**config.mk**
```make
export PLATFORM = sky130hd
export DESIGN_NAME = plic_target_arb
export DESIGN_NICKNAME = d
export VERILOG_FILES = /design/src/rtl/plic_target_arb.sv
export SDC_FILE = /design/constraint.sdc
export NUM_CORES = 1
export LEC_CHECK = 0
export ABC_AREA = 1
export CAP_MARGIN = 20
export CORE_MARGIN = 3
export CORE_UTILIZATION = 51
export CTS_BUF_LIST = sky130_fd_sc_hd__clkbuf_4 sky130_fd_sc_hd__clkbuf_8
export DETAILED_ROUTE_END_ITERATION = 8
export PLACE_DENSITY_LB_ADDON = 0.25
export SLEW_MARGIN = 20
export SYNTH_ARGS = -nofsm -noshare
export SYNTH_HDL_FRONTEND = slang
export SYNTH_SLANG_ARGS = --single-unit
```
**constraint.sdc**
```tcl
create_clock -name clk -period 10.33 [get_ports clk]
set_input_delay 1.033 -clock clk [delete_from_list [all_inputs] [get_ports clk]]
set_output_delay 1.033 -clock clk [all_outputs]
set_load 0.05 [all_outputs]
```
**src/rtl/plic_target_arb.sv**
```systemverilog
// -----------------------------------------------------------------------------
// plic_target_arb
//
// PLIC target stage. For every target it picks the highest-priority source that
// is pending, enabled for that target, not in service and not being granted in
// the current cycle, and raises the target's interrupt request when that
// priority is strictly above the target threshold. It also owns the per-source
// in-service state, driven by claim (read) and complete (write) accesses.
//
// Ports
//   clk            system clock, rising edge
//   rst_n          asynchronous active-low reset
//   src_pending_i  gateway pending bits, bit s-1 is source ID s
//   src_priority_i per-source priority, packed in ID order (ID 1 in the LSBs)
//   enable_i       per-target enable vectors, target t in [t*SOURCES +: SOURCES]
//   threshold_i    per-target threshold, target t in [t*PRIORITY_BITS +: ...]
//   claim_i        per-target claim strobe (one cycle)
//   complete_i     per-target complete strobe (one cycle)
//   complete_id_i  per-target ID written with the complete
//   ireq_o         registered per-target interrupt request
//   id_o           registered per-target best ID (0 = none)
//   claim_id_o     registered ID returned by each target's last claim
//   claimed_o      one-cycle pulse per source granted by a claim
//   in_service_o   sources claimed and not yet completed
// -----------------------------------------------------------------------------
module plic_target_arb #(
    parameter int SOURCES       = 8,
    parameter int PRIORITIES    = 7,
    parameter int TARGETS       = 2,
    parameter int SOURCES_BITS  = $clog2(SOURCES + 1),
    parameter int PRIORITY_BITS = $clog2(PRIORITIES)
) (
    input  logic                               clk,
    input  logic                               rst_n,
    input  logic [SOURCES-1:0]                 src_pending_i,
    input  logic [SOURCES*PRIORITY_BITS-1:0]   src_priority_i,
    input  logic [TARGETS*SOURCES-1:0]         enable_i,
    input  logic [TARGETS*PRIORITY_BITS-1:0]   threshold_i,
    input  logic [TARGETS-1:0]                 claim_i,
    input  logic [TARGETS-1:0]                 complete_i,
    input  logic [TARGETS*SOURCES_BITS-1:0]    complete_id_i,
    output logic [TARGETS-1:0]                 ireq_o,
    output logic [TARGETS*SOURCES_BITS-1:0]    id_o,
    output logic [TARGETS*SOURCES_BITS-1:0]    claim_id_o,
    output logic [SOURCES-1:0]                 claimed_o,
    output logic [SOURCES-1:0]                 in_service_o
);

    // Registered state
    logic [SOURCES-1:0]       r_in_service;
    logic [SOURCES-1:0]       r_claimed;
    logic [TARGETS-1:0]       r_ireq;
    logic [SOURCES_BITS-1:0]  r_id       [TARGETS];
    logic [SOURCES_BITS-1:0]  r_claim_id [TARGETS];

    // Combinational terms
    logic [SOURCES-1:0]       w_grant_now;
    logic [SOURCES-1:0]       w_clear;
    logic [TARGETS-1:0]       w_ireq_nxt;
    logic [SOURCES_BITS-1:0]  w_req_id   [TARGETS];
    logic [SOURCES_BITS-1:0]  w_gnt_id   [TARGETS];
    logic [SOURCES_BITS-1:0]  w_best_id  [TARGETS];
    logic [PRIORITY_BITS-1:0] w_best_pri [TARGETS];

    // -------------------------------------------------------------------------
    // Claim arbitration. A claim only ever grants the registered id_o of a
    // target whose ireq_o is set. Targets are visited in ascending index, so
    // when several claim the same ID the first one marks the source granted
    // and the later ones find the bit already taken and receive 0.
    // -------------------------------------------------------------------------
    always_comb begin
        w_grant_now = '0;
        for (int unsigned t = 0; t < TARGETS; t++) begin
            w_req_id[t] = (claim_i[t] && r_ireq[t]) ? r_id[t] : '0;
            w_gnt_id[t] = '0;
            for (int unsigned s = 0; s < SOURCES; s++) begin
                if ((w_req_id[t] == SOURCES_BITS'(s + 1)) && !w_grant_now[s]) begin
                    w_grant_now[s] = 1'b1;
                    w_gnt_id[t]    = w_req_id[t];
                end
            end
        end
    end

    // -------------------------------------------------------------------------
    // Complete decoding. ID 0 and out-of-range IDs never match any source, so
    // they fall through as no-ops. Several targets completing the same source
    // simply OR into the same clear bit.
    // -------------------------------------------------------------------------
    always_comb begin
        w_clear = '0;
        for (int unsigned t = 0; t < TARGETS; t++) begin
            for (int unsigned s = 0; s < SOURCES; s++) begin
                if (complete_i[t]
                    && (complete_id_i[t*SOURCES_BITS +: SOURCES_BITS] == SOURCES_BITS'(s + 1))
                    && r_in_service[s]
                    && enable_i[t*SOURCES + s]) begin
                    w_clear[s] = 1'b1;
                end
            end
        end
    end

    // -------------------------------------------------------------------------
    // Per-target selection. Sources are scanned in ascending ID with a strict
    // greater-than, so ties resolve to the lowest ID. Best priority starts at 0
    // and priority-0 sources are never candidates, so "no candidate" leaves the
    // result at ID 0 / priority 0. Sources granted this cycle are masked so the
    // registered id_o never repeats a just-claimed ID.
    // -------------------------------------------------------------------------
    always_comb begin
        for (int unsigned t = 0; t < TARGETS; t++) begin
            w_best_id[t]  = '0;
            w_best_pri[t] = '0;
            for (int unsigned s = 0; s < SOURCES; s++) begin
                if (src_pending_i[s]
                    && enable_i[t*SOURCES + s]
                    && !r_in_service[s]
                    && !w_grant_now[s]
                    && (src_priority_i[s*PRIORITY_BITS +: PRIORITY_BITS] != '0)
                    && (src_priority_i[s*PRIORITY_BITS +: PRIORITY_BITS] > w_best_pri[t])) begin
                    w_best_id[t]  = SOURCES_BITS'(s + 1);
                    w_best_pri[t] = src_priority_i[s*PRIORITY_BITS +: PRIORITY_BITS];
                end
            end
            w_ireq_nxt[t] = (w_best_pri[t] > threshold_i[t*PRIORITY_BITS +: PRIORITY_BITS]);
        end
    end

    // -------------------------------------------------------------------------
    // State registers
    // -------------------------------------------------------------------------
    always_ff @(posedge clk or negedge rst_n) begin
        if (!rst_n) begin
            r_in_service <= '0;
            r_claimed    <= '0;
            r_ireq       <= '0;
            for (int unsigned t = 0; t < TARGETS; t++) begin
                r_id[t]       <= '0;
                r_claim_id[t] <= '0;
            end
        end else begin
            // A granted source was a candidate last cycle, hence not in
            // service, so a clear and a grant never hit the same bit.
            r_in_service <= (r_in_service & ~w_clear) | w_grant_now;
            r_claimed    <= w_grant_now;
            r_ireq       <= w_ireq_nxt;
            for (int unsigned t = 0; t < TARGETS; t++) begin
                r_id[t] <= w_best_id[t];
                if (claim_i[t]) begin
                    r_claim_id[t] <= w_gnt_id[t];
                end
            end
        end
    end

    // -------------------------------------------------------------------------
    // Output packing
    // -------------------------------------------------------------------------
    always_comb begin
        id_o       = '0;
        claim_id_o = '0;
        for (int unsigned t = 0; t < TARGETS; t++) begin
            id_o[t*SOURCES_BITS +: SOURCES_BITS]       = r_id[t];
            claim_id_o[t*SOURCES_BITS +: SOURCES_BITS] = r_claim_id[t];
        end
    end

    assign ireq_o       = r_ireq;
    assign claimed_o    = r_claimed;
    assign in_service_o = r_in_service;

endmodule

```
==> impl_results.md, run 1 <==
- Status: complete, no violations
- Non-filler instance count after layout: between 800 and 900
- Global-route wire length before repair: 19940 um
- Pwr/cell area: ~190 nW/um2
- Cell Area, Synth: approximately 3900 um2
- #FFs+latches synth: 34
- Post-route ant nets: 0
- TritonCTS clock tree: built
- Clk sink count: 34
- Main area contributors after synthesis: dfrtp_1, ha_1, nand2_1
- Slew @ Worst Pin: 0.5791 ns
- Vias in the first global route: ~4400
- Detailed Place HPWL: 10330 um
- Most frequent CP cell: nand2_1
- Fraction of layout instances using a drive strength above 1: a little over a quarter
- PortBufs: around 100
- Overflow after GRT: 0
- Met2 wire length: roughly 6300 um
- Cell row count: 31
- Avg Inst Size Synth: between 6 and 7 um2
- Yosys Warn Count: 0
- Share of the synthesized area in the top cell type: between 20% and 30%
- Area Overhead vs Synth: 44.11%
- Critical-path maximum fanout: 7
- Post-synth EDFFs: 0
- # nets final: 810
- Worst skew pair latency: ~0.3 ns
- Via-per-instance ratio: 5.546
- Leakage: 2.779 nW
- Ant diodes: 0
- Hold Crit Class: reg -> reg
- Finished Cell Area: around 5600 um2
- Crit path required time: ~11 ns
- H-tree Lvls: 2
- Placed instance area: roughly 5300 um2
- Via count: approximately 4500
- Metal3 WL: roughly 940 um
- Max-cap violations: 0
- Post-synth top cells: nand2_1, inv_1, nand3_1
- Synth Instances: about 550
- Clock root buffer: clkbuf_8
- Setup Viol. Count Final: 0
- FILL cells: a little under 600
- CP arrival: between 9 and 10 ns
- Skew final: 0.006489 ns
- Horiz. Die Dim: 92.91 um
- DRT Wirelength: approximately 13000 um
- Post-route DRC: 0
- Num ports: slightly above 100
- Top FF cell, synth: dfrtp_1
- Metal-1 WL: between 4000 and 5000 um
- Initial core utilization: a little over half
- Delay-heaviest family, CP: simple AND/OR/NAND/NOR gates
- Worst-path clk slew: about 0.070 ns
- Final Cycle Share: a little over nine tenths
- CP max stage cell: a2111oi_2
- Die H: 92.91 um
- Die ar.: 8632 um2
- Buf+Inv Stages, Crit Path: 11
- Core region area: 7292 um2
- Period minus WS final: between 9 and 10 ns
- Hold_ws: between 0.5 and 0.6 ns
- Cell Count Post-Placement: roughly 800
- Antenna violations before repair: 0
- F_max: ~100 MHz
- Worst vdd ir: between 0.00009 and 0.0001 V
- Post-synth top area cell: dfrtp_1
- All-Layer GR Usage: 28.72%
- TNS Setup: 0 ns
- Dominant cell by count in the synthesized netlist: nand2_1
- Sequential element share of the synthesized area: between 20% and 30%
- Pins Over Slew Limit: 0
- Drt wl/cell: approximately 16 um
- CP peak stage delay: roughly 0.35 ns
- Longest Clk Path Bufs: 2
- CP endpoint kind: flop
- DR pass1 iterations: 5
- Placer Congestion: 0.9244
- Largest net degree at the start of global routing: 35
- DRT iter0 DRCs: between 200 and 300
- Type of the worst setup path: in -> reg
- Synth unique cells: 43
- Top sig layer: met4
- Total CTS buffers: 5
- Post-Syn Nets: 653
- Startpoint types: input pin
- Ys async rst share: 100.0%
- Endpoints failing hold: 0
- Slew Limit Headroom: between 60% and 70%
==> metrics by stage <==
stage          setup WS (ns)  utilization, %  total power (W)
3_5_place_dp         -0.8969           72.82        0.0009067
5_1_grt             -0.04154           76.13         0.001115
3_3_place_gp         -0.3961           72.82        0.0008821
4_1_cts             0.005241           74.52         0.001021
6_report              0.5410           76.13         0.001051
2_1_floorplan         0.6594               -        0.0006603
==> registers in the layout, summed over array words and instances (netlist names) <==
| register | cells |
|---|---|
| claim_id_o | 8 |
| id_o | 8 |
| ireq_o | 2 |
| in_service_o | 8 |
| claimed_o | 8 |
==> final cells by class <==
cell class	instances	area (um2)	share of cell area (%)
multi-input combinational	425	2755	49.63
timing repair buffer	150	1371	24.70
sequential	34	850.8	15.33
inverter	92	355.3	6.401
tap	99	123.9	2.231
clock buffer	7	90.09	1.623
clock inverter	1	5.005	0.09015
==> worst paths after layout <==
check	cells after the start	end	slack, ns	start
worst min register to register	2	claim_id_o[7]$_DFFE_PN0P_	0.51	claim_id_o[7]$_DFFE_PN0P_
min in group asynchronous	2	claim_id_o[0]$_DFFE_PN0P_	1.13	rst_n
worst max-delay path	67	ireq_o[1]$_DFF_PN0_	0.54	claim_i[0]
worst max register to register	66	ireq_o[1]$_DFF_PN0_	0.98	ireq_o[1]$_DFF_PN0_
worst min-delay path	2	claim_id_o[7]$_DFFE_PN0P_	0.51	claim_id_o[7]$_DFFE_PN0P_
max in group asynchronous	2	ireq_o[1]$_DFF_PN0_	8.89	rst_n
==> power by group <==
group	leakage, nW	internal (W)	switching [W]
Sequential	0.445	0.000175	0.0000434
Clock	0.0517	0.0000564	0.0000511
Combinational	2.28	0.000277	0.000448
==> worst reg2reg max path, delay by kind of cell, from the launching register on <==
family          cells  cell delay [ns]
simple gates       33             3.73
fa+ha+maj           8             2.29
flops               1             0.45
buf+inv            10             0.87
compound gates     15             1.90
==> layer usage <==
metal / GRT usage (%) / vias up
li1: - / 2145
met1: 35.46 / 2066
met2: 50.45 / 223
met3: 4.305 / 47
met4: 10.26 / 0
met5: 0 / -
==> logic make-up (layout without fill, tap and decap cells) <==
logic type | Yosys count | after routing | synth area share (%)
compound gates | 62 | 62 | 10.30
fa+ha+maj | 34 | 34 | 11.04
buf+inv | 92 | 250 | 9.159
flops | 34 | 34 | 22.09
simple gates | 329 | 329 | 47.42
==> cell usage in the layout, fill, tap and decap left out, drive strengths merged, types with 3 or more instances in the layout <==
master,instances
nor4,6
o21ai,26
nand3,84
nand4,8
and2,4
a211oi,4
nor3,14
buf,49
nor2,57
or2,3
inv,90
a21oi,15
clkinv,3
nand2,150
dfrtp,34
ha,34
clkbuf,9
clkdlybuf4s50,99
a31oi,3
==> timing repair <==
item	CTS	global route
endpoints found under the setup margin	5	10
gates cloned	0	0
buffers inserted	1	5
hold buffers	0	0
pin swaps	0	12
hold endpoints to repair	0	0
resized for setup	12	36
No activity file was read; power rests on OpenSTA's default activity.
==> inputs of run 2 (changes only) <==
--- a/config.mk
+++ b/config.mk
@@ -10,8 +10,10 @@
 export CORE_MARGIN = 3
 export CORE_UTILIZATION = 51
 export CTS_BUF_LIST = sky130_fd_sc_hd__clkbuf_4 sky130_fd_sc_hd__clkbuf_8
+export CTS_CLUSTER_SIZE = 12
 export DETAILED_ROUTE_END_ITERATION = 8
 export PLACE_DENSITY_LB_ADDON = 0.25
+export SKIP_LAST_GASP = 1
 export SLEW_MARGIN = 20
 export SYNTH_ARGS = -nofsm -noshare
 export SYNTH_HDL_FRONTEND = slang
==> impl_results.md, run 2 (synthesized netlist as in run 1, its figures left out) <==
- Worst r2r path cells: 66
- Slew @ Worst Pin: about 0.57 ns
- TritonCTS clock tree: built
- Skew final: approximately 0.0064 ns
- F_max: between 100 and 150 MHz
- Via-per-instance ratio: around 5.5
- Worst-path clk slew: 0.07 ns
- CP peak stage delay: around 0.35 ns
- Critical R2R Capture: ireq_o[1]$_DFF_PN0_
- Period minus WS final: 9.762 ns
- Internal reg-to-reg setup slack: between 0.9 and 1 ns
- Worst vdd ir: just over 0.00009 V
- Type of the worst setup path: in -> reg
- Setup Viol. Count Final: 0
- Reg-to-Reg Start: ireq_o[1]$_DFF_PN0_
- Vias in the first global route: roughly 4400
- Drt wl/cell: around 15 um
- Overflow after GRT: 0
- Cell row count: 31
- Ant diodes: 0
- # hold bufs at CTS: 0
- Horiz. Die Dim: 92.91 um
- Hold_ws: approximately 0.51 ns
- # nets final: between 800 and 900
- Critical-path maximum fanout: 7
- Pwr/cell area: between 150 and 200 nW/um2
- DRT iter0 DRCs: between 200 and 300
- Core Util, Final: between 70% and 80%
- Area Overhead vs Synth: 44.01%
- Largest net degree at the start of global routing: 35
- Cell Count Post-Placement: between 700 and 800
- Slew Limit Headroom: 61.83%
- Num ports: 102
- H-tree Lvls: 2
- Non-filler instance count after layout: between 800 and 900
- Clk sink count: 34
- Placer Congestion: ~0.92
- Endpoints failing hold: 0
- Core region area: ~7300 um2
- Via count: around 4500
- Total CTS buffers: 5
- Depth of the worst hold-timing path: 2
- Commonest non-fill, non-tap cell in the layout: nand2_1
- Clock root buffer: clkbuf_8
- Most frequent CP cell: nand2_1
- Crit path required time: between 10 and 15 ns
- Global-route wire length before repair: roughly 20000 um
- Post-route ant nets: 0
- CP arrival: a little under 10 ns
- PortBufs: about 100
- Startpoint types: input pin
- Detailed Place HPWL: 10330 um
- All-Layer GR Usage: between 20% and 30%
- Die H: 92.91 um
- Max-cap violations: 0
- CP endpoint kind: flop
- Worst Hold Launch: claim_id_o[7]$_DFFE_PN0P_
- WHS Endpoint: claim_id_o[7]$_DFFE_PN0P_
- Longest Clk Path Bufs: 2
- CP max stage cell: a2111oi_2
- Worst skew pair latency: about 0.30 ns
- Post-route DRC: 0
- Final Cycle Share: a little over nine tenths
- Pins Over Slew Limit: 0
- Antenna violations before repair: 0
- Status: complete, no violations
- Leakage: approximately 2.8 nW
- Die ar.: 8632 um2
- FILL cells: between 500 and 600
- DR pass1 iterations: 6
- Most frequent cells in the layout: nand2_1, clkdlybuf4s50_1, inv_1, nand3_1, buf_4
- Initial core utilization: around 53%
- Hold Crit Class: reg -> reg
- Fraction of layout instances using a drive strength above 1: 26.23%
- DRT Wirelength: 12520 um
run 2: layer usage:
layer	share of wire [%]	wire length, um	track usage, %	up-vias
met4	2.9	366	10.26	0
met1	39	4902	35.41	2056
li1	-	-	-	2147
met2	50	6247	50.33	221
met5	0	0	0	-
met3	8.0	998	4.305	40
run 2: power by group:
group	internal, W	total (W)	switching (W)
Sequential	0.000175	0.000218	0.0000434
Combinational	0.000277	0.000723	0.000446
Clock	0.0000564	0.000108	0.0000514
run 2: worst max path at each step:
stage | slack [ns] | start | end
finish | 0.57 | claim_i[0] | ireq_o[1]$_DFF_PN0_
global route | -0.04 | claim_i[1] | ireq_o[1]$_DFF_PN0_
CTS | -0.04 | claim_i[1] | ireq_o[1]$_DFF_PN0_
detailed placement | -0.90 | claim_i[0] | ireq_o[1]$_DFF_PN0_
global placement | -0.40 | claim_i[0] | ireq_o[1]$_DFF_PN0_
floorplan | 0.66 | claim_i[1] | ireq_o[0]$_DFF_PN0_
run 2: repair_timing:
| action | CTS | global route |
|---|---|---|
| resized for setup | 11 | 36 |
| buffers inserted | 1 | 5 |
| setup endpoints to repair | 5 | 10 |
| pin swaps | 0 | 12 |
| hold endpoints to repair | 0 | 0 |
run 2: final cells by class:
type | count | area [um2] | area share, %
Inverter | 92 | 355.3 | 6.405
Timing Repair Buffer | 150 | 1371 | 24.72
Multi-Input combinational cell | 425 | 2751 | 49.59
Sequential cell | 34 | 850.8 | 15.34
Tap cell | 99 | 123.9 | 2.233
Clock buffer | 7 | 90.09 | 1.624
Clock inverter | 1 | 5.005 | 0.09021
run 2: per-stage QoR:
step / worst slack, ns / power (W) / cell area (um2) / setup TNS, ns
2_1_floorplan: 0.6594 / 0.0006603 / 3852 / 0
3_3_place_gp: -0.3961 / 0.0008821 / 5310 / -0.3961
3_5_place_dp: -0.8969 / 0.0009067 / 5310 / -2.383
4_1_cts: -0.03720 / 0.001021 / 5430 / -0.03720
5_1_grt: -0.04103 / 0.001115 / 5548 / -0.04818
6_report: 0.5677 / 0.001049 / 5548 / 0
run 2: worst max-delay path, delay by kind of cell:
kind,cells,cell delay [ns]
adder cells (fa/ha/maj),8,2.29
AND/OR/NAND/NOR,33,3.70
buffers and inverters,11,1.00
AO/OA/AOI/OAI,15,1.91
